**config.mk**
```make
export PLATFORM = sky130hd
export DESIGN_NAME = lmsm_sequencer_flat
export DESIGN_NICKNAME = d
export VERILOG_FILES = /design/src/rtl/lmsm_sequencer_if.sv /design/src/rtl/lmsm_sequencer.sv /design/src/flat_wrapper.sv
export SDC_FILE = /design/constraint.sdc
export NUM_CORES = 1
export LEC_CHECK = 0
export CAP_MARGIN = 30
export CORE_MARGIN = 8
export CORE_UTILIZATION = 50
export CTS_BUF_LIST = sky130_fd_sc_hd__clkbuf_8
export CTS_CLUSTER_DIAMETER = 200
export DETAILED_ROUTE_END_ITERATION = 12
export HOLD_SLACK_MARGIN = 0.08
export PLACE_DENSITY = 0.82
export REMOVE_ABC_BUFFERS = 1
export SLEW_MARGIN = 20
export SYNTH_ARGS = -nofsm -noshare
export SYNTH_HDL_FRONTEND = slang
export SYNTH_SLANG_ARGS = --single-unit
```
**constraint.sdc**
```tcl
create_clock -name clk -period 2 [get_ports clk]
set_clock_uncertainty 0.15 [all_clocks]
set_input_delay 0.4 -clock clk [delete_from_list [all_inputs] [get_ports clk]]
set_output_delay 0.4 -clock clk [all_outputs]
set_load 0.1 [all_outputs]
```
**src/rtl/lmsm_sequencer_if.sv**
```systemverilog
// +----------------------------------------------------------------------+
// | lmsm_sequencer_if : start/memory/register-file bundle for the LM/SM   |
// | sequencer.                                          Revision: 1.0     |
// +----------------------------------------------------------------------+
`default_nettype none

interface lmsm_sequencer_if #(
  parameter int ADDR_W = 16
);
  logic              start;
  logic              is_store;
  logic [7:0]        imm8;
  logic [ADDR_W-1:0] base_addr;
  logic              mem_ready;
  logic [2:0]        reg_idx;
  logic [ADDR_W-1:0] mem_addr;
  logic              mem_rd_en;
  logic              mem_wr_en;
  logic              rf_wr_en;
  logic              stall;
  logic              done;
  logic [3:0]        xfer_cnt;

  modport master (
    output start, is_store, imm8, base_addr, mem_ready,
    input  reg_idx, mem_addr, mem_rd_en, mem_wr_en, rf_wr_en, stall, done, xfer_cnt
  );

  modport slave (
    input  start, is_store, imm8, base_addr, mem_ready,
    output reg_idx, mem_addr, mem_rd_en, mem_wr_en, rf_wr_en, stall, done, xfer_cnt
  );
endinterface

`default_nettype wire

```
**src/rtl/lmsm_sequencer.sv**
```systemverilog
// +----------------------------------------------------------------------+
// | lmsm_sequencer : walks an 8-bit register mask, issuing one memory     |
// | access per set bit for load/store-multiple.         Revision: 1.0     |
// +----------------------------------------------------------------------+
`default_nettype none

module lmsm_sequencer #(
  parameter int ADDR_W   = 16,
  parameter int ADDR_INC = 1
) (
  input  wire logic        clk,
  input  wire logic        reset,
  lmsm_sequencer_if.slave  bus
);

  typedef enum logic [1:0] {
    S_IDLE = 2'd0,
    S_XFER = 2'd1,
    S_DONE = 2'd2
  } state_t;

  localparam logic [ADDR_W-1:0] c_addr_inc = ADDR_W'(ADDR_INC);

  state_t            r_state;
  state_t            w_state_next;
  logic [7:0]        r_mask;
  logic [ADDR_W-1:0] r_addr;
  logic              r_op;
  logic [3:0]        r_cnt;
  logic [2:0]        w_idx;
  logic [7:0]        w_mask_next;

  // Lowest set bit wins; the loop runs high-to-low so bit 0 is assigned last.
  always_comb begin
    w_idx = 3'd0;
    for (int i = 7; i >= 0; i--) begin
      if (r_mask[i]) w_idx = 3'(i);
    end
  end

  assign w_mask_next = r_mask & (r_mask - 8'd1);

  always_ff @(posedge clk or negedge reset) begin
    if (!reset) begin
      r_state <= S_IDLE;
      r_mask  <= 8'd0;
      r_addr  <= '0;
      r_op    <= 1'b0;
      r_cnt   <= 4'd0;
    end else begin
      r_state <= w_state_next;
      if (r_state == S_IDLE && bus.start) begin
        r_cnt <= 4'd0;
        if (bus.imm8 != 8'd0) begin
          r_mask <= bus.imm8;
          r_addr <= bus.base_addr;
          r_op   <= bus.is_store;
        end
      end else if (r_state == S_XFER && bus.mem_ready) begin
        r_mask <= w_mask_next;
        r_addr <= r_addr + c_addr_inc;
        r_cnt  <= r_cnt + 4'd1;
      end
    end
  end

  always_comb begin
    w_state_next  = r_state;
    bus.reg_idx   = 3'd0;
    bus.mem_addr  = '0;
    bus.mem_rd_en = 1'b0;
    bus.mem_wr_en = 1'b0;
    bus.rf_wr_en  = 1'b0;
    bus.done      = 1'b0;
    case (r_state)
      S_IDLE: begin
        if (bus.start) w_state_next = (bus.imm8 != 8'd0) ? S_XFER : S_DONE;
      end
      S_XFER: begin
        bus.reg_idx   = w_idx;
        bus.mem_addr  = r_addr;
        bus.mem_rd_en = !r_op;
        bus.mem_wr_en = r_op;
        if (bus.mem_ready) begin
          bus.rf_wr_en = !r_op;
          if (w_mask_next == 8'd0) w_state_next = S_DONE;
        end
      end
      S_DONE: begin
        bus.done     = 1'b1;
        w_state_next = S_IDLE;
      end
      default: w_state_next = S_IDLE;
    endcase
  end

  assign bus.stall    = (r_state != S_IDLE);
  assign bus.xfer_cnt = r_cnt;

endmodule

`default_nettype wire

```
**src/flat_wrapper.sv**
```systemverilog
// flat-port wrapper written by rule: the top's interface ports become plain ports
module lmsm_sequencer_flat 
#(
  parameter int ADDR_W   = 16,
  parameter int ADDR_INC = 1
)
  (clk, reset, bus_start, bus_is_store, bus_imm8, bus_base_addr, bus_mem_ready, bus_reg_idx, bus_mem_addr, bus_mem_rd_en, bus_mem_wr_en, bus_rf_wr_en, bus_stall, bus_done, bus_xfer_cnt);
  lmsm_sequencer_if #(.ADDR_W(ADDR_W)) bus_i ();
  input  wire logic clk;
  input  wire logic reset;
  input wire logic [$bits(bus_i.start)-1:0] bus_start;
  input wire logic [$bits(bus_i.is_store)-1:0] bus_is_store;
  input wire logic [$bits(bus_i.imm8)-1:0] bus_imm8;
  input wire logic [$bits(bus_i.base_addr)-1:0] bus_base_addr;
  input wire logic [$bits(bus_i.mem_ready)-1:0] bus_mem_ready;
  output wire logic [$bits(bus_i.reg_idx)-1:0] bus_reg_idx;
  output wire logic [$bits(bus_i.mem_addr)-1:0] bus_mem_addr;
  output wire logic [$bits(bus_i.mem_rd_en)-1:0] bus_mem_rd_en;
  output wire logic [$bits(bus_i.mem_wr_en)-1:0] bus_mem_wr_en;
  output wire logic [$bits(bus_i.rf_wr_en)-1:0] bus_rf_wr_en;
  output wire logic [$bits(bus_i.stall)-1:0] bus_stall;
  output wire logic [$bits(bus_i.done)-1:0] bus_done;
  output wire logic [$bits(bus_i.xfer_cnt)-1:0] bus_xfer_cnt;
  assign bus_i.start = bus_start;
  assign bus_i.is_store = bus_is_store;
  assign bus_i.imm8 = bus_imm8;
  assign bus_i.base_addr = bus_base_addr;
  assign bus_i.mem_ready = bus_mem_ready;
  assign bus_reg_idx = bus_i.reg_idx;
  assign bus_mem_addr = bus_i.mem_addr;
  assign bus_mem_rd_en = bus_i.mem_rd_en;
  assign bus_mem_wr_en = bus_i.mem_wr_en;
  assign bus_rf_wr_en = bus_i.rf_wr_en;
  assign bus_stall = bus_i.stall;
  assign bus_done = bus_i.done;
  assign bus_xfer_cnt = bus_i.xfer_cnt;
  lmsm_sequencer #(.ADDR_W(ADDR_W), .ADDR_INC(ADDR_INC)) u_core (.clk(clk), .reset(reset), .bus(bus_i));
endmodule
```
==> metrics.txt <==
status finished, violations left; failing checks setup timing; RSZ-0062 raised after global routing true; # setup viols final 40; Worst-path clk slew 0.07 ns; largest family of logic cells by synthesized area simple AND/OR/NAND/NOR gates; Hold Startpoint bus_imm8[6]; Final WS setup -0.276 ns; antenna violations before repair 0; detailed placer's ending HPWL 5.07 mm; most common cell after layout, fill and taps aside buf_4; crit path launch type flop; drt total wl 11.3 mm; CTS Buf Count 5; RR Startpoint u_core.r_mask[0]; Port-buffer cells 56; Mapped Avg Cell Area 8.67 um2; vias 2917; vias in the first global route 2491; drt pass-1 iters 8; pin count of the biggest net entering global routing 32; CP startpoint u_core.r_mask[0]; Max Slew Vio Count 0; Avg WL per Cell 29.2 um; CTS tree yes; slowest stage delay, CP 0.41 ns; die height 80.8 um; mux cell area share after synthesis 0; Area after DPL 3200 um2; io pins 57; FFs w/ async S/R, synth 1.00; EDFF count, synth 0; die footprint 6520 um2; synthesized flop and latch total 31; commonest non-fill, non-tap cells in the layout buf_4 (37), buf_12 (31), dfrtp_1 (27), nand2_1 (22), clkdlybuf4s50_1 (20); Critical Path Most Common Cell buf_4; R2R cell count 6; via/cell ratio 7.52; Reg2Reg Setup Slack -0.15 ns; Core ar. 4030 um2; CP max FO 7; complex-gate fraction of the synthesized area 0.256; distinct cell type count after synthesis 49; Synth Instances 242; Mapped Area 2100 um2; Critical-path top delay cell dfrtp_1; R2R Path End u_core.r_state[0]; Finished Cell Area 3770 um2; grt total ovfl 0; CTS sink cnt 31; fillers 132; Post-Synth Adder-Cell Area 0.0215; proportion of layout cells with a drive suffix above 1 0.453; Area Overhead vs Synth 79.7%; min Tclk post-route 2.28 ns; overall routing resource usage 0.262; clk buf depth 2; required time worst endpoint 1.45 ns; main flop type after synthesis dfrtp_1; nets@finish 368; Tcrit/Tclk final 1.14; Root Buffer clkbuf_8; Crit Path Class reg -> out; Initial Util 0.520; Sum Neg Setup Slack -3.61 ns; max_slew headroom 0.688; crit-path cells buf_4, buf_4, nor4_2, buf_4, buf_12; synth warn 0; Max Cap Viol 0; Fmax achieved 0.439 GHz; GP Congestion 0.920; n_diodes 0; FP Rows 23; Starting DRT DRC Count 423; Simple-Gate Fraction of Synth Area 0.288; Final Hold Viols 0; Critical Path End bus_reg_idx[1]; ANT nets after route 0; Synth Area in XOR/XNOR 0.0125; Worst-Margin Slew 0.464 ns; Worst-Skew Late Latency 0.30 ns; CP endpoint kind output port; first-pass GRT wire length 13.2 mm; sequential area share after synthesis 0.370; H-tree levels 2; drt drc 0; die width 80.8 um; Worst Hold Class in -> reg; Arr. time, crit path 1.73 ns
[synth_stat cells, types with 6 or more instances]
cell type / n / area, um2
a21oi_1: 7 / 35.0
a22o_1: 10 / 87.6
and2_1: 14 / 87.6
buf_2: 6 / 30.0
clkbuf_1: 13 / 48.8
dfrtp_1: 31 / 776
nand2_1: 22 / 82.6
nand3_1: 8 / 40.0
nor2_1: 16 / 60.1
nor3_1: 16 / 80.1
nor4_1: 11 / 68.8
o22ai_1: 12 / 75.1
[worst min path at each step]
stage	end	slack (ns)	depth (start not counted)
3_5_place_dp	u_core.r_addr[5]	0.39	1
2_1_floorplan	u_core.bus.xfer_cnt[0]	-0.05	0
6_report	u_core.r_mask[6]	0.33	3
3_3_place_gp	u_core.r_addr[5]	0.38	1
5_1_grt	u_core.r_mask[6]	0.35	3
4_1_cts	u_core.r_addr[5]	0.37	2
[cell type report]
class	instances	area (um2)	area share
clock inverters	1	3.75	0.000996
inverters	5	18.8	0.00498
clock buffers	7	96.3	0.0256
flip-flops and latches	31	781	0.207
repair buffers	108	1320	0.349
well taps	50	62.6	0.0166
multi-input cells	186	1490	0.396
[flip-flops by register name, indices dropped and copies added (netlist names)]
register             flops
u_core.bus.xfer_cnt      4
u_core.r_state           2
u_core.r_op              1
u_core.r_addr           16
u_core.r_mask            8
[critical path, delay by kind of cell, from the launching register on]
family | cells | cell delay, ns
buffers and inverters | 4 | 0.65
DFF | 1 | 0.41
and+or+nand+nor | 1 | 0.37
[logic make-up after synthesis]
| logic type | after synthesis |
|---|---|
| buffers and inverters | 25 |
| flip-flops | 31 |
| AND/OR/NAND/NOR | 111 |
| adder cells (fa/ha/maj) | 4 |
| XOR/XNOR | 3 |
| AO/OA/AOI/OAI | 68 |
[through the flow]
step	utilization	instances	setup WS (ns)	hold WS (ns)
after floorplan	-	222	-2.14	-0.0456
after global placement	0.795	362	-0.351	0.378
after detailed placement	0.795	362	-0.412	0.391
after CTS	0.861	378	-0.199	0.373
after global routing	0.935	388	-0.279	0.348
final	0.935	388	-0.276	0.329
[per-layer routing]
layer / vias up / GRT usage / part of all wire
li1: 1100 / - / -
met1: 1362 / 0.323 / 0.33
met2: 347 / 0.422 / 0.47
met3: 108 / 0.0563 / 0.13
met4: 0 / 0.136 / 0.071
met5: - / 0 / 0
[timing repair]
item / 4_1_cts / 5_1_grt
resized for setup: 34 / 58
endpoints found under the setup margin: 32 / 45
endpoints found under the hold margin: 0 / 0
hold buffers: 0 / 0
cloned: 0 / 1
pin swaps: 12 / 14
buffers inserted: 9 / 9
Power is not shown: default switching activity piles up to over one toggle a cycle in this logic, so the estimate is an artifact.
